--- src/rtl/interval_meter_pkg.sv ---
// Shared types and helpers for the interval meter and its output stage.
package interval_meter_pkg;

  typedef enum logic {
    IDLE    = 1'b0,
    MEASURE = 1'b1
  } meas_state_e;

  // Largest count a w-bit interval counter can hold (valid for w < 32).
  function automatic int unsigned cnt_max(input int unsigned w);
    return (32'd1 << w) - 32'd1;
  endfunction

endpackage

--- src/rtl/interval_meter_if.sv ---
// Event input / result output bundle for interval_meter; master is the meter side.
interface interval_meter_if #(
  parameter int W = 8
);
  logic         enable;
  logic         srst;
  logic         event_i;
  logic         m_valid;
  logic         m_ready;
  logic [W-1:0] m_data;
  logic         m_ovf;
  logic         overrun;

  modport master (
    input  enable, srst, event_i, m_ready,
    output m_valid, m_data, m_ovf, overrun
  );

  modport slave (
    output enable, srst, event_i, m_ready,
    input  m_valid, m_data, m_ovf, overrun
  );
endinterface

--- src/rtl/meas_out_reg.sv ---
// Single-entry valid/ready result register: a new result arriving while full is
// dropped and latches a sticky overrun flag; a same-cycle drain and load has no bubble.
module meas_out_reg #(
  parameter int DW = 9
) (
  input  logic          clk,
  input  logic          rst,
  input  logic          srst,
  input  logic          in_valid,
  input  logic [DW-1:0] in_data,
  input  logic          out_ready,
  output logic          out_valid,
  output logic [DW-1:0] out_data,
  output logic          overrun
);

  logic          valid_q, valid_d;
  logic [DW-1:0] data_q, data_d;
  logic          overrun_q, overrun_d;
  logic          load;

  always_comb begin
    load      = in_valid && (!valid_q || out_ready);
    valid_d   = valid_q;
    data_d    = data_q;
    overrun_d = overrun_q;
    if (srst) begin
      valid_d   = 1'b0;
      data_d    = '0;
      overrun_d = 1'b0;
    end else begin
      if (load) begin
        valid_d = 1'b1;
        data_d  = in_data;
      end else if (out_ready) begin
        valid_d = 1'b0;
      end
      if (in_valid && valid_q && !out_ready) overrun_d = 1'b1;
    end
  end

  // NOTE: the data register is reset too, because the held value is visible on the
  // output port and must read as zero out of reset, not just be ignored while invalid.
  always_ff @(posedge clk or posedge rst) begin
    if (rst) begin
      valid_q   <= 1'b0;
      data_q    <= '0;
      overrun_q <= 1'b0;
    end else begin
      valid_q   <= valid_d;
      data_q    <= data_d;
      overrun_q <= overrun_d;
    end
  end

  assign out_valid = valid_q;
  assign out_data  = data_q;
  assign overrun   = overrun_q;

endmodule

--- src/rtl/interval_meter.sv ---
// Measures enabled-cycle spacing between event pulses and reports period-1,
// saturating at the counter limit, through a valid/ready result register.
module interval_meter
  import interval_meter_pkg::*;
#(
  parameter int W        = 8,
  parameter bit SAT_FLAG = 1'b1
) (
  input logic            clk,
  input logic            rst,
  interval_meter_if.master bus
);

  typedef struct packed {
    logic         ovf;
    logic [W-1:0] data;
  } result_t;

  localparam logic [W-1:0] CNT_MAX = W'(cnt_max(W));

  meas_state_e  state_q, state_d;
  logic [W-1:0] cnt_q, cnt_d;
  logic         ovf_pend_q, ovf_pend_d;
  logic         res_valid;
  result_t      res;
  result_t      held;

  // NOTE: every output of this block gets a default before the case, so no path
  // through it can leave a signal unassigned and infer a latch.
  always_comb begin
    state_d    = state_q;
    cnt_d      = cnt_q;
    ovf_pend_d = ovf_pend_q;
    res_valid  = 1'b0;
    if (bus.srst) begin
      state_d    = IDLE;
      cnt_d      = '0;
      ovf_pend_d = 1'b0;
    end else if (bus.enable) begin
      case (state_q)
        IDLE: begin
          if (bus.event_i) begin
            state_d    = MEASURE;
            cnt_d      = '0;
            ovf_pend_d = 1'b0;
          end
        end
        MEASURE: begin
          if (bus.event_i) begin
            res_valid  = 1'b1;
            cnt_d      = '0;
            ovf_pend_d = 1'b0;
          end else if (cnt_q == CNT_MAX) begin
            ovf_pend_d = SAT_FLAG;
          end else begin
            cnt_d = cnt_q + 1'b1;
          end
        end
        default: state_d = IDLE;
      endcase
    end
  end

  // NOTE: sequential state uses non-blocking assignments so every register
  // samples the pre-edge values regardless of process ordering.
  always_ff @(posedge clk or posedge rst) begin
    if (rst) begin
      state_q    <= IDLE;
      cnt_q      <= '0;
      ovf_pend_q <= 1'b0;
    end else begin
      state_q    <= state_d;
      cnt_q      <= cnt_d;
      ovf_pend_q <= ovf_pend_d;
    end
  end

  assign res = '{ovf: ovf_pend_q, data: cnt_q};

  meas_out_reg #(
    .DW($bits(result_t))
  ) u_out_reg (
    .clk      (clk),
    .rst      (rst),
    .srst     (bus.srst),
    .in_valid (res_valid),
    .in_data  (res),
    .out_ready(bus.m_ready),
    .out_valid(bus.m_valid),
    .out_data (held),
    .overrun  (bus.overrun)
  );

  assign bus.m_data = held.data;
  assign bus.m_ovf  = held.ovf & SAT_FLAG;

endmodule
--- src/flat_wrapper.sv ---
// flat-port wrapper written by rule: the top's interface ports become plain ports
module interval_meter_flat import interval_meter_pkg::*;
#(
  parameter int W        = 8,
  parameter bit SAT_FLAG = 1'b1
)
  (clk, rst, bus_enable, bus_srst, bus_event_i, bus_m_ready, bus_m_valid, bus_m_data, bus_m_ovf, bus_overrun);
  interval_meter_if #(.W(W)) bus_i ();
  input logic clk;
  input logic rst;
  input wire logic [$bits(bus_i.enable)-1:0] bus_enable;
  input wire logic [$bits(bus_i.srst)-1:0] bus_srst;
  input wire logic [$bits(bus_i.event_i)-1:0] bus_event_i;
  input wire logic [$bits(bus_i.m_ready)-1:0] bus_m_ready;
  output wire logic [$bits(bus_i.m_valid)-1:0] bus_m_valid;
  output wire logic [$bits(bus_i.m_data)-1:0] bus_m_data;
  output wire logic [$bits(bus_i.m_ovf)-1:0] bus_m_ovf;
  output wire logic [$bits(bus_i.overrun)-1:0] bus_overrun;
  assign bus_i.enable = bus_enable;
  assign bus_i.srst = bus_srst;
  assign bus_i.event_i = bus_event_i;
  assign bus_i.m_ready = bus_m_ready;
  assign bus_m_valid = bus_i.m_valid;
  assign bus_m_data = bus_i.m_data;
  assign bus_m_ovf = bus_i.m_ovf;
  assign bus_overrun = bus_i.overrun;
  interval_meter #(.W(W), .SAT_FLAG(SAT_FLAG)) u_core (.clk(clk), .rst(rst), .bus(bus_i));
endmodule
--- config.mk ---
export PLATFORM = sky130hd
export DESIGN_NAME = interval_meter_flat
export DESIGN_NICKNAME = d
export VERILOG_FILES = /design/src/rtl/interval_meter_pkg.sv /design/src/rtl/interval_meter_if.sv /design/src/rtl/meas_out_reg.sv /design/src/rtl/interval_meter.sv /design/src/flat_wrapper.sv
export SDC_FILE = /design/constraint.sdc
export NUM_CORES = 1
export LEC_CHECK = 0
export ABC_AREA = 0
export CORE_AREA = 2 2 60 48
export CTS_BUF_LIST = sky130_fd_sc_hd__clkbuf_16
export CTS_CLUSTER_DIAMETER = 50
export DETAILED_ROUTE_END_ITERATION = 10
export DIE_AREA = 0 0 62 50
export GPL_TIMING_DRIVEN = 0
export PLACE_DENSITY_LB_ADDON = 0.15
export SLEW_MARGIN = 20
export SYNTH_ARGS = -nofsm -noshare
export SYNTH_HDL_FRONTEND = slang
export SYNTH_HIERARCHICAL = 1
export SYNTH_SLANG_ARGS = --single-unit
export TNS_END_PERCENT = 10
--- constraint.sdc ---
create_clock -name clk -period 1.5 [get_ports clk]
set_input_delay 0.3 -clock clk [delete_from_list [all_inputs] [get_ports clk]]
set_output_delay 0.3 -clock clk [all_outputs]
set_load 0.01 [all_outputs]
==> results.json <==
{
  "internal-power_mw": 0.9656,
  "crit_path_max_fanout": 2,
  "critical_path_buf_inv_count": 1,
  "crit_path_capture_type": "output pin",
  "pin_count": 17,
  "cp.depth": 1,
  "timing.critical_path.slowest_cell_delay_ns": 0.55,
  "finalSetupViolCount": 0,
  "hold_path_class": "in -> async",
  "power.switching_fraction_pct": 20.94,
  "shortest_clock_period_the_worst_path_allows_after_layout_ns": 1.455,
  "post_drt_wl_per_cell_um": 12.93,
  "arr_time_crit_path_ns": 1.15,
  "core_um2": 2502,
  "syn-mean-instance-area_um2": 10.27,
  "port_buffers": 16,
  "worst_setup_hold_path_clk_slew_ns": 0.06,
  "grt_pass1_wl_mm": 3.670,
  "ys.warnings.count": 6,
  "crit_slowest_cell": "sky130_fd_sc_hd__clkdlybuf4s50_1",
  "critical_path_class": "reg -> out",
  "die-area_um2": 3100,
  "synth.area.mux_share_pct": 8.939,
  "synth_flop_type": "sky130_fd_sc_hd__dfrtp_1",
  "cp.required_ns": 1.20,
  "number_of_global_route_vias_before_repair": 846,
  "detailed_place.area_um2": 1325,
  "synthArstFlopShare_pct": 100.0,
  "initialDrtViolationCount": 14,
  "cts_tree": "built",
  "floorplan.die.width_um": 62,
  "yosys.area_share.adder_pct": 1.117,
  "grt_start_max_net_pins": 13,
  "cts_num_sinks": 21,
  "synth.yosys.seq_area_share_pct": 46.93,
  "drt_drc_violations_left": 0,
  "critical_path_start_type": "flop",
  "netlist_area_um2": 1120,
  "synth_edf_count": 0,
  "cts-root-to-sink-buffers": 2,
  "path_delay_family": "buffers and inverters",
  "power.density_nw_per_um2": 841.5,
  "synth_cells": 109,
  "routabilityCongestion": 0.7161,
  "root_buffer": "sky130_fd_sc_hd__clkbuf_16",
  "wl_met2_mm": 1.042,
  "placementRows": 16,
  "synth.lib_cells_used.distinct": 30,
  "combinational_family_with_the_most_area_after_synthesis": "simple AND/OR/NAND/NOR gates",
  "route.final.wire_length_mm": 2.160,
  "leakage_power_total_nw": 0.5912,
  "yosys_register_bits": 21,
  "worst_clock_skew_ns": 0.002756,
  "outcome": "completed",
  "seq_power_share_pct": 47.0,
  "routedLengthMet1_mm": 1.017,
  "max_clock_freq_ghz": 0.6874,
  "layout.filler_cells": 243,
  "maxSlewViolCount": 0,
  "via_per_inst": 5.066,
  "final_hold_viol_count": 0,
  "met3RoutedLength_um": 89,
  "die_height_um": 50,
  "drt_pre_antenna_iters": 4,
  "cts.htree.levels": 1,
  "top_layer": "met4",
  "final_critical_path_share_of_the_clock_period_pct": 96.99,
  "grt_setup_unrepaired": "yes",
  "tightestPinTransition_ns": 0.4479,
  "clock_insertion_delay_worst_skew_ns": 0.25,
  "clkPwrFrac_pct": 46.5,
  "switchingPower_mw": 0.2558,
  "via_count": 846,
  "place.detailed.hpwl_mm": 1.591,
  "area_delta_synth_final_pct": 29.61,
  "max-cap-violations": 0,
  "tritoncts.num_buffers": 3,
  "finalNetCount": 139,
  "final_design_area_no_fill_um2": 1451,
  "globalRouteOverflowTotal": 0,
  "grt_use_total_pct": 16.03,
  "worstPathCellList": "clkdlybuf4s50_1",
  "drive_above_1_share_pct": 15.27,
  "synth_compound_gate_area_share_pct": 10.39,
  "timing.setup.tns_ns": 0,
  "post_synth_and_or_nand_nor_area_fraction_pct": 27.60,
  "antenna_left": 0,
  "share_comb_of_total_power_pct": 6.6,
  "number_of_antenna_violations_at_the_first_check_in_global_routing": 0,
  "max-vdd-ir-drop_uv": 595.1,
  "core_occupancy_in_the_finished_layout_pct": 58.00,
  "max-slew-margin-rel_pct": 70.01,
  "num_antenna_cells": 0,
  "initial_utilization_pct": 44.75,
  "synthesis.nets": 116,
  "holdBufCountCts": 0,
  "rr_worst_depth": 6,
  "synth_xor_xnor_area_share_pct": 0
}
==> worst reg2reg max path, stage by stage, from the launching register on <==
cell	delay [ns]
sky130_fd_sc_hd__dfrtp_1	0.40
sky130_fd_sc_hd__ha_2	0.21
sky130_fd_sc_hd__and3_4	0.20
sky130_fd_sc_hd__a21oi_2	0.12
sky130_fd_sc_hd__nand2b_4	0.13
sky130_fd_sc_hd__buf_6	0.13
sky130_fd_sc_hd__mux2i_1	0.19
==> sequential cells by signal, indices dropped and copies added, names as in the netlist <==
| name | cells |
|---|---|
| u_core/cnt_q | 8 |
| u_core/ovf_pend_q | 1 |
| u_core/state_q | 1 |
| u_core/u_out_reg/out_data | 9 |
| u_core/u_out_reg/out_valid | 1 |
| u_core/u_out_reg/overrun | 1 |
==> metrics by stage <==
step | total power, mW | hold WS (ns) | cells | worst slack (ns)
after floorplan | 0.6314 | 0.1402 | 109 | 0.09664
after global placement | 0.6608 | 0.4794 | 161 | -0.3104
after detailed placement | 0.6623 | 0.4853 | 161 | -0.3666
after CTS | 1.233 | 0.3828 | 167 | 0.02906
after global routing | 1.261 | 0.4196 | 167 | -0.01114
final | 1.221 | 0.3652 | 167 | 0.04518
==> power by group through the flow <==
stage,Clock (mW),Combinational (mW),Sequential (mW)
6_report,0.568,0.0800,0.574
5_1_grt,0.599,0.0889,0.573
4_1_cts,0.578,0.0823,0.573
3_5_place_dp,0,0.0792,0.583
3_3_place_gp,0,0.0781,0.583
2_1_floorplan,0,0.0490,0.582
==> metal layers <==
metal / global-route usage (%) / vias up
met3: 5.512 / 2
li1: - / 420
met2: 24.65 / 16
met5: 0 / -
met4: 3.191 / 0
met1: 21.71 / 408
==> cell type report <==
class                      count  area, um2  share of cell area (%)
buffer                         4      30.03                   2.069
clock buffer                   3      75.07                   5.172
clock inverter                 1      5.005                  0.3448
inverter                       7      26.28                   1.810
multi-input combinational     77      569.3                   39.22
sequential                    21      525.5                   36.21
tap                           36      45.04                   3.103
timing repair buffer          18      175.2                   12.07
==> cell usage in the layout, fill, tap and decap left out, types with 2 or more instances in the layout <==
master,n
sky130_fd_sc_hd__a21oi_2,2
sky130_fd_sc_hd__a31oi_1,4
sky130_fd_sc_hd__clkdlybuf4s50_1,13
sky130_fd_sc_hd__nor2_1,6
sky130_fd_sc_hd__mux2i_1,10
sky130_fd_sc_hd__dfrtp_1,21
sky130_fd_sc_hd__inv_1,7
sky130_fd_sc_hd__buf_6,2
sky130_fd_sc_hd__buf_4,2
sky130_fd_sc_hd__clkbuf_1,2
sky130_fd_sc_hd__o21ai_0,2
sky130_fd_sc_hd__o211ai_1,2
sky130_fd_sc_hd__clkbuf_16,3
sky130_fd_sc_hd__and3_1,3
sky130_fd_sc_hd__dlygate4sd2_1,2
sky130_fd_sc_hd__a21oi_1,6
sky130_fd_sc_hd__nand2b_1,20
sky130_fd_sc_hd__nand2_1,6
==> synthesized netlist by cell type, drive strengths merged (2+ instances only) <==
| master | number | share of area (%) |
|---|---|---|
| mux2i | 10 | 8.9 |
| dfrtp | 21 | 47 |
| o21ai | 2 | 0.89 |
| inv | 7 | 2.3 |
| nand2b | 21 | 12 |
| nor2 | 6 | 2.0 |
| nor2b | 2 | 2.0 |
| buf | 2 | 2.0 |
| clkbuf | 2 | 0.67 |
| o211ai | 2 | 1.3 |
| a31oi | 4 | 2.2 |
| and3 | 4 | 2.3 |
| a21oi | 8 | 3.9 |
| nand2 | 6 | 2.0 |
==> kinds of logic after synthesis <==
| family | count (synthesis) |
|---|---|
| and+or+nand+nor | 48 |
| muxes | 10 |
| adders and majority gates | 1 |
| DFF | 21 |
| buffers and inverters | 11 |
| AOI/OAI and AO/OA | 18 |
==> final timing paths <==
| check | end | slack [ns] | start |
|---|---|---|---|
| max | bus_m_data[4] | 0.05 | u_core/u_out_reg/out_data[4] |
| min | u_core/cnt_q[2] | 0.37 | rst |
| max reg2reg | u_core/cnt_q[1] | 0.05 | u_core/cnt_q[0] |
| min reg2reg | u_core/ovf_pend_q | 0.51 | u_core/ovf_pend_q |
| max in group asynchronous | u_core/u_out_reg/out_valid | 0.84 | rst |
| min in group clk | u_core/state_q | 0.43 | bus_event_i |
==> what timing repair did <==
item                       4_1_cts  5_1_grt
setup buffers                    2        0
resized for setup                5        3
setup endpoints to repair        9       10
Note: power is estimated with default switching activity, not from simulation.
